$ cat config.mk
export PLATFORM = sky130hd
export DESIGN_NAME = salu_pipe
export DESIGN_NICKNAME = d
export VERILOG_FILES = /design/src/rtl/salu_pipe.sv
export SDC_FILE = /design/constraint.sdc
export NUM_CORES = 2
export LEC_CHECK = 0
export BUFFER_PORTS_ARGS = -buffer_cell sky130_fd_sc_hd__buf_2
export CORE_ASPECT_RATIO = 1.25
export CORE_MARGIN = 2
export CORE_UTILIZATION = 39
export DETAILED_ROUTE_END_ITERATION = 7
export GPL_TIMING_DRIVEN = 1
export SETUP_SLACK_MARGIN = 0.15
export SYNTH_ARGS = -nofsm -noshare
export SYNTH_HDL_FRONTEND = slang
export SYNTH_SLANG_ARGS = --single-unit
$ cat constraint.sdc
create_clock -name clk -period 31.6 [get_ports clk]
set_input_delay 3.16 -clock clk [delete_from_list [all_inputs] [get_ports clk]]
set_output_delay 3.16 -clock clk [all_outputs]
set_load 0.02 [all_outputs]
$ cat src/rtl/salu_pipe.sv
`default_nettype none
// ============================================================================
//  Module      : salu_pipe
//  Description : Scalar ALU with RV32M-style multiply/divide, valid/ready
//                handshakes on input and output, and a tag that travels with
//                each operation to writeback. Non-divide ops complete in one
//                cycle; divides use an iterative radix-2 restoring divider.
//  Revision    : 1.0 - initial release
// ============================================================================
module salu_pipe #(
   parameter int DATA_WIDTH = 32,
   parameter int TAG_WIDTH  = 5,
   parameter int SHAMT_W    = $clog2(DATA_WIDTH)
) (
   input  logic                  clk,
   input  logic                  rst_n,
   input  logic                  in_valid_i,
   output logic                  in_ready_o,
   input  logic [DATA_WIDTH-1:0] rs1_data_i,
   input  logic [DATA_WIDTH-1:0] rs2_data_i,
   input  logic [3:0]            alu_op_i,
   input  logic                  m_ext_i,
   input  logic [TAG_WIDTH-1:0]  tag_i,
   output logic                  out_valid_o,
   input  logic                  out_ready_i,
   output logic [DATA_WIDTH-1:0] alu_res_o,
   output logic                  zero_flag_o,
   output logic                  negative_flag_o,
   output logic                  overflow_flag_o,
   output logic [TAG_WIDTH-1:0]  tag_o,
   output logic                  busy_o
);

   localparam int                     c_MSB      = DATA_WIDTH - 1;
   localparam logic [DATA_WIDTH-1:0]  c_MIN_NEG  = {1'b1, {(DATA_WIDTH-1){1'b0}}};
   localparam logic [DATA_WIDTH-1:0]  c_ALL_ONES = {DATA_WIDTH{1'b1}};
   localparam logic [SHAMT_W-1:0]     c_CNT_LAST = SHAMT_W'(DATA_WIDTH - 1);

   typedef enum logic [1:0] {
      S_IDLE    = 2'd0,
      S_DIV_RUN = 2'd1,
      S_DIV_FIX = 2'd2
   } state_t;

   state_t r_state;
   state_t w_state_nxt;

   // ------------------------------------------------------------------------
   // Handshake
   // ------------------------------------------------------------------------
   logic r_out_valid;
   logic w_out_free;
   logic w_in_ready;
   logic w_accept;
   logic w_busy;

   // The output slot is free when empty or being popped this cycle.
   assign w_out_free = !r_out_valid || out_ready_i;
   assign w_in_ready = (r_state == S_IDLE) && w_out_free;
   assign w_accept   = in_valid_i && w_in_ready;

   // ------------------------------------------------------------------------
   // Base ALU datapath
   // ------------------------------------------------------------------------
   logic                  w_a_msb;
   logic                  w_b_msb;
   logic [SHAMT_W-1:0]    w_shamt;
   logic [DATA_WIDTH-1:0] w_sum;
   logic [DATA_WIDTH-1:0] w_diff;
   logic [DATA_WIDTH-1:0] w_sra;
   logic [DATA_WIDTH-1:0] w_lt_s;
   logic [DATA_WIDTH-1:0] w_lt_u;

   assign w_a_msb = rs1_data_i[c_MSB];
   assign w_b_msb = rs2_data_i[c_MSB];
   assign w_shamt = rs2_data_i[SHAMT_W-1:0];
   assign w_sum   = rs1_data_i + rs2_data_i;
   assign w_diff  = rs1_data_i - rs2_data_i;
   assign w_sra   = $unsigned($signed(rs1_data_i) >>> w_shamt);
   assign w_lt_s  = {{(DATA_WIDTH-1){1'b0}}, ($signed(rs1_data_i) < $signed(rs2_data_i))};
   assign w_lt_u  = {{(DATA_WIDTH-1){1'b0}}, (rs1_data_i < rs2_data_i)};

   // ------------------------------------------------------------------------
   // Multiplier: operands are sign- or zero-extended to 2*DATA_WIDTH so one
   // truncated product serves MUL, MULH, MULHSU and MULHU.
   // ------------------------------------------------------------------------
   logic                      w_mul_a_sgn;
   logic                      w_mul_b_sgn;
   logic [2*DATA_WIDTH-1:0]   w_mul_a;
   logic [2*DATA_WIDTH-1:0]   w_mul_b;
   logic [2*DATA_WIDTH-1:0]   w_prod;

   assign w_mul_a_sgn = (alu_op_i[1:0] != 2'b11) && w_a_msb;
   assign w_mul_b_sgn = (alu_op_i[1:0] == 2'b01) && w_b_msb;
   assign w_mul_a     = {{DATA_WIDTH{w_mul_a_sgn}}, rs1_data_i};
   assign w_mul_b     = {{DATA_WIDTH{w_mul_b_sgn}}, rs2_data_i};
   assign w_prod      = w_mul_a * w_mul_b;

   // ------------------------------------------------------------------------
   // Divide decode and single-cycle corner cases
   // ------------------------------------------------------------------------
   logic                  w_is_div;
   logic                  w_div_signed;
   logic                  w_div_rem;
   logic                  w_div_by0;
   logic                  w_div_ovf;
   logic                  w_div_fast;
   logic                  w_start_div;
   logic [DATA_WIDTH-1:0] w_fast_res;
   logic                  w_a_neg;
   logic                  w_b_neg;
   logic [DATA_WIDTH-1:0] w_abs_a;
   logic [DATA_WIDTH-1:0] w_abs_b;

   assign w_is_div     = m_ext_i && alu_op_i[2];
   assign w_div_signed = !alu_op_i[0];
   assign w_div_rem    = alu_op_i[1];
   assign w_div_by0    = (rs2_data_i == '0);
   assign w_div_ovf    = w_is_div && w_div_signed &&
                         (rs1_data_i == c_MIN_NEG) && (rs2_data_i == c_ALL_ONES);
   assign w_div_fast   = w_div_by0 || w_div_ovf;
   assign w_start_div  = w_accept && w_is_div && !w_div_fast;

   assign w_fast_res = w_div_by0 ? (w_div_rem ? rs1_data_i : c_ALL_ONES)
                                 : (w_div_rem ? '0 : c_MIN_NEG);

   assign w_a_neg = w_div_signed && w_a_msb;
   assign w_b_neg = w_div_signed && w_b_msb;
   assign w_abs_a = w_a_neg ? (~rs1_data_i + 1'b1) : rs1_data_i;
   assign w_abs_b = w_b_neg ? (~rs2_data_i + 1'b1) : rs2_data_i;

   // ------------------------------------------------------------------------
   // Single-cycle result selection
   // ------------------------------------------------------------------------
   logic [DATA_WIDTH-1:0] w_imm_res;
   logic                  w_imm_ovf;

   // Result and overflow for every op that completes in the accepting cycle.
   always_comb begin
      w_imm_res = '0;
      w_imm_ovf = 1'b0;
      if (m_ext_i) begin
         case (alu_op_i[2:0])
            3'd0:             w_imm_res = w_prod[DATA_WIDTH-1:0];
            3'd1, 3'd2, 3'd3: w_imm_res = w_prod[2*DATA_WIDTH-1:DATA_WIDTH];
            default: begin
               w_imm_res = w_fast_res;
               w_imm_ovf = w_div_ovf;
            end
         endcase
      end else begin
         case (alu_op_i)
            4'h0: begin
               w_imm_res = w_sum;
               w_imm_ovf = (w_a_msb == w_b_msb) && (w_sum[c_MSB] != w_a_msb);
            end
            4'h1: begin
               w_imm_res = w_diff;
               w_imm_ovf = (w_a_msb != w_b_msb) && (w_diff[c_MSB] != w_a_msb);
            end
            4'h2:             w_imm_res = rs1_data_i << w_shamt;
            4'h3, 4'hC, 4'hD: w_imm_res = w_lt_s;
            4'h4, 4'hE, 4'hF: w_imm_res = w_lt_u;
            4'h5:             w_imm_res = rs1_data_i ^ rs2_data_i;
            4'h6:             w_imm_res = rs1_data_i >> w_shamt;
            4'h7:             w_imm_res = w_sra;
            4'h8:             w_imm_res = rs1_data_i | rs2_data_i;
            4'h9:             w_imm_res = rs1_data_i & rs2_data_i;
            4'hA, 4'hB:       w_imm_res = w_diff;
            default:          w_imm_res = '0;
         endcase
      end
   end

   // ------------------------------------------------------------------------
   // Iterative restoring divider. r_dvd starts as |dividend| and fills with
   // quotient bits from the right as dividend bits shift out on the left.
   // ------------------------------------------------------------------------
   logic [DATA_WIDTH-1:0] r_dvd;
   logic [DATA_WIDTH-1:0] r_dvs;
   logic [DATA_WIDTH-1:0] r_rem;
   logic [SHAMT_W-1:0]    r_cnt;
   logic                  r_neg_q;
   logic                  r_neg_r;
   logic                  r_is_rem;
   logic [TAG_WIDTH-1:0]  r_div_tag;

   logic [DATA_WIDTH:0]   w_shift;
   logic [DATA_WIDTH:0]   w_trial;
   logic                  w_fits;
   logic [DATA_WIDTH-1:0] w_q_fix;
   logic [DATA_WIDTH-1:0] w_r_fix;
   logic [DATA_WIDTH-1:0] w_fix_res;

   assign w_shift   = {r_rem, r_dvd[c_MSB]};
   assign w_trial   = w_shift - {1'b0, r_dvs};
   assign w_fits    = !w_trial[DATA_WIDTH];
   assign w_q_fix   = r_neg_q ? (~r_dvd + 1'b1) : r_dvd;
   assign w_r_fix   = r_neg_r ? (~r_rem + 1'b1) : r_rem;
   assign w_fix_res = r_is_rem ? w_r_fix : w_q_fix;

   // Divider operand capture on acceptance, then one restoring step per cycle.
   always_ff @(posedge clk) begin
      if (!rst_n) begin
         r_dvd     <= '0;
         r_dvs     <= '0;
         r_rem     <= '0;
         r_cnt     <= '0;
         r_neg_q   <= 1'b0;
         r_neg_r   <= 1'b0;
         r_is_rem  <= 1'b0;
         r_div_tag <= '0;
      end else if (w_start_div) begin
         r_dvd     <= w_abs_a;
         r_dvs     <= w_abs_b;
         r_rem     <= '0;
         r_cnt     <= '0;
         r_neg_q   <= w_a_neg ^ w_b_neg;
         r_neg_r   <= w_a_neg;
         r_is_rem  <= w_div_rem;
         r_div_tag <= tag_i;
      end else if (r_state == S_DIV_RUN) begin
         r_dvd <= {r_dvd[DATA_WIDTH-2:0], w_fits};
         r_rem <= w_fits ? w_trial[DATA_WIDTH-1:0] : w_shift[DATA_WIDTH-1:0];
         r_cnt <= r_cnt + SHAMT_W'(1);
      end
   end

   // ------------------------------------------------------------------------
   // Control FSM
   // ------------------------------------------------------------------------
   // State register.
   always_ff @(posedge clk) begin
      if (!rst_n) begin
         r_state <= S_IDLE;
      end else begin
         r_state <= w_state_nxt;
      end
   end

   // Next-state and busy indication.
   always_comb begin
      w_state_nxt = r_state;
      w_busy      = 1'b0;
      case (r_state)
         S_IDLE: begin
            if (w_start_div) begin
               w_state_nxt = S_DIV_RUN;
            end
         end
         S_DIV_RUN: begin
            w_busy = 1'b1;
            if (r_cnt == c_CNT_LAST) begin
               w_state_nxt = S_DIV_FIX;
            end
         end
         S_DIV_FIX: begin
            w_busy = 1'b1;
            if (w_out_free) begin
               w_state_nxt = S_IDLE;
            end
         end
         default: begin
            w_state_nxt = S_IDLE;
         end
      endcase
   end

   // ------------------------------------------------------------------------
   // Output register
   // ------------------------------------------------------------------------
   logic                  w_load_imm;
   logic                  w_load_fix;
   logic                  w_load;
   logic [DATA_WIDTH-1:0] w_load_res;
   logic                  w_load_ovf;
   logic [TAG_WIDTH-1:0]  w_load_tag;

   assign w_load_imm = w_accept && !w_start_div;
   assign w_load_fix = (r_state == S_DIV_FIX) && w_out_free;
   assign w_load     = w_load_imm || w_load_fix;
   assign w_load_res = w_load_fix ? w_fix_res : w_imm_res;
   assign w_load_ovf = w_load_fix ? 1'b0 : w_imm_ovf;
   assign w_load_tag = w_load_fix ? r_div_tag : tag_i;

   logic [DATA_WIDTH-1:0] r_res;
   logic                  r_zero;
   logic                  r_neg;
   logic                  r_ovf;
   logic [TAG_WIDTH-1:0]  r_tag;

   // Load a new result (replacing any popped one) or drop valid on a bare pop.
   always_ff @(posedge clk) begin
      if (!rst_n) begin
         r_out_valid <= 1'b0;
         r_res       <= '0;
         r_zero      <= 1'b0;
         r_neg       <= 1'b0;
         r_ovf       <= 1'b0;
         r_tag       <= '0;
      end else if (w_load) begin
         r_out_valid <= 1'b1;
         r_res       <= w_load_res;
         r_zero      <= (w_load_res == '0);
         r_neg       <= w_load_res[c_MSB];
         r_ovf       <= w_load_ovf;
         r_tag       <= w_load_tag;
      end else if (out_ready_i) begin
         r_out_valid <= 1'b0;
      end
   end

   assign in_ready_o      = w_in_ready;
   assign busy_o          = w_busy;
   assign out_valid_o     = r_out_valid;
   assign alu_res_o       = r_res;
   assign zero_flag_o     = r_zero;
   assign negative_flag_o = r_neg;
   assign overflow_flag_o = r_ovf;
   assign tag_o           = r_tag;

endmodule
`default_nettype wire

==> run metrics <==
outcome complete, but fails checks; remaining global-route overflow 0; critical path endpoint category flip-flop; H-Tree Depth 4; initial DRC count 5401; Post-DP Area 61400 sq um; most used flip-flop cell after synthesis dfxtp_1; Synth async-reset ratio 0%; TritonCTS clock tree yes; final setup vio count 0; Initial Util 39.2%; Synth cell types 108; initial antenna violation count 17; # port buffers 120; Post-synth EDFFs 0; dpl cells about 9200; first-pass GRT wire length approximately 410 mm; setup TNS 0 ns; largest net degree at the start of global routing 76; DRC Markers 0; CP bufs+invs 8; failing checks capacitance limit, slew limit; WL per Instance a little over 30 microns; Layout Utilization 41.3%; Die X 351 microns; Hold Crit Class reg2reg; Final Max Slew Viols 1; Net count, final 8735; Num CTS Buffers 17; share of layout cells above drive strength 1 6.31%; Finished Layout Cells approximately 9200; DRT antenna net count 0; Die Height about 440 microns; I/O Pins 121; post-CTS sizing 0; Crit path required time 31.96 ns; Num Clock Sinks 151; Slowest cell on crit path nand2_1; drt total wl 284 mm; clock latency at the later pin of the worst-skew pair 0.43 ns; Fmax between 60 and 70 MHz; syn nets 8901; synthesized area per cell 8.01 sq um; Design Area, Final 62000 sq um; # hold bufs at CTS 0; dpl hpwl 223 mm; delay-heaviest family, CP adder cells; row cnt 159; RePlAce Congestion around 1.1; Cells after Synth 7343; critical path type in2reg; clk buf depth 2; max-cap viol count 1; Ys Warns 0; post-synthesis sequential area ratio 5.14%; area grow syn2layout 5.44%; Post-CTS Setup Bufs 0; FF+latch count, synth 151; Via Count 54800; Worst Tran Pin Value 1.49 ns; CP Max Fanout 16; root buf cell clkbuf_16; worst-case clock skew around 0.011 ns; Crit path top cell by count fa_1; max incr delay on CP 0.87 ns; drt via density between 5 and 6; Tmin final 14.49 ns; clk slew on worst S/H paths 0.07 ns; DIE AREA around 150000 sq um; RSZ-0062 raised after global routing false; vias in the first global route 56800; area of the mapped netlist about 60000 sq um; Worst setup SP type input pin; Core Area 150000 sq um; gr usage total 37.0%; final hold vios 0; crit share post-route 45.9%; # fillers 15600; Critical Path AT approximately 15 ns; Pre-Repair DR Iteration Count 8; Slew Limit Headroom -0.0744%
-- worst register-to-register path: stages (launching register included) --
cell	delay [ns]
dfxtp_1	0.43
inv_1	0.10
ha_1	0.24
nand2_1	0.06
buf_4	0.58
nand2b_1	0.13
buf_4	0.26
nor2_1	0.72
o211ai_1	0.47
a221o_1	0.38
a21oi_1	0.66
o21ai_0	0.30
o211ai_1	0.29
nand4_1	0.23
nor4b_2	0.28
nand4_1	0.14
o31ai_2	0.22
-- sequential cells by signal, indices dropped and copies added (netlist names), 2 cells and up --
register / flops
r_rem: 32
alu_res_o: 32
r_state: 2
r_dvd: 32
r_cnt: 5
tag_o: 5
r_div_tag: 5
r_dvs: 32
-- stage by stage --
| stage | setup slack [ns] | hold WS (ns) |
|---|---|---|
| 3_5_place_dp | 16.94 | 0.442 |
| 3_3_place_gp | 17.06 | 0.440 |
| 5_1_grt | 17.01 | 0.475 |
| 2_1_floorplan | 18.40 | 0.432 |
| 6_report | 17.11 | 0.449 |
| 4_1_cts | 17.36 | 0.449 |
-- cell usage in the layout, fill, tap and decap left out, types with 123 or more instances in the layout --
cell type / n
a21oi_1: 351
buf_4: 180
dfxtp_1: 150
fa_1: 1128
ha_1: 351
inv_1: 1347
mux2i_1: 123
nand2_1: 1119
nor2_1: 613
o21ai_0: 231
xnor2_1: 158
-- cell usage after synthesis (21+ instances only) --
cell | number | area [sq um]
a31oi_1 | 49 | 307
o22ai_1 | 23 | 144
mux4_2 | 22 | 495
o21ai_1 | 21 | 105
nor4_1 | 28 | 175
clkinv_1 | 21 | 78.8
mux2i_1 | 123 | 1230
ha_1 | 352 | 4400
a211oi_1 | 113 | 848
nand3_1 | 73 | 365
clkbuf_1 | 337 | 1260
o31ai_1 | 50 | 375
a21oi_1 | 352 | 1760
nor3_1 | 79 | 395
o211ai_1 | 47 | 353
mux2_2 | 31 | 349
or3_1 | 26 | 163
a21o_1 | 75 | 563
dfxtp_1 | 151 | 3020
and2_1 | 24 | 150
buf_2 | 28 | 140
nand2_1 | 1119 | 4200
nor2_1 | 617 | 2320
xor2_1 | 66 | 578
o21bai_1 | 23 | 173
nand2b_1 | 43 | 269
o21a_1 | 28 | 210
fa_1 | 1128 | 22600
and3_1 | 41 | 257
nand4_1 | 37 | 231
buf_1 | 105 | 394
inv_1 | 1347 | 5060
o21ai_0 | 233 | 1170
xnor2_1 | 159 | 1390
-- final cells by class --
type | instances | area (sq um) | share of cell area, %
clock buffers | 19 | 443 | 0.715
clock inverters | 13 | 113 | 0.182
well taps | 2012 | 2520 | 4.06
repair buffers | 297 | 1940 | 3.13
diodes | 10 | 25.0 | 0.0404
inverters | 1377 | 5170 | 8.34
flip-flops and latches | 151 | 3020 | 4.88
multi-input cells | 5333 | 48800 | 78.7
-- metal layers --
layer	part of all wire [%]	track usage [%]	vias up
met3	9.3	8.22	859
met5	0.042	0	-
li1	-	-	22900
met4	8.5	25.2	16
met2	45	58.5	3143
met1	37	45.1	27900
-- final timing paths --
| check | from | to | slack [ns] | depth (start not counted) |
|---|---|---|---|---|
| min | alu_res_o[18] | alu_res_o[18] | 0.45 | 2 |
| max reg2reg | r_state[0] | zero_flag_o | 26.05 | 16 |
| max | alu_op_i[0] | zero_flag_o | 17.11 | 32 |
| min reg2reg | alu_res_o[18] | alu_res_o[18] | 0.45 | 2 |
-- kinds of logic (layout without fill, tap and decap cells) --
kind of cell / count (synthesis) / count (layout) / share of synthesized area [%]
and+or+nand+nor: 2180 / 2180 / 15.8
xor gates and xnor gates: 225 / 225 / 3.35
other: 0 / 10 / 0
DFF: 151 / 151 / 5.14
buffers and inverters: 1859 / 1706 / 12.1
muxes: 178 / 178 / 3.57
AOI/OAI and AO/OA: 1270 / 1270 / 14.2
adders and majority gates: 1480 / 1480 / 45.9
Power is left out: the tool's default activity adds up to more than one toggle a clock period on the data nets, which glitch-free logic cannot reach.
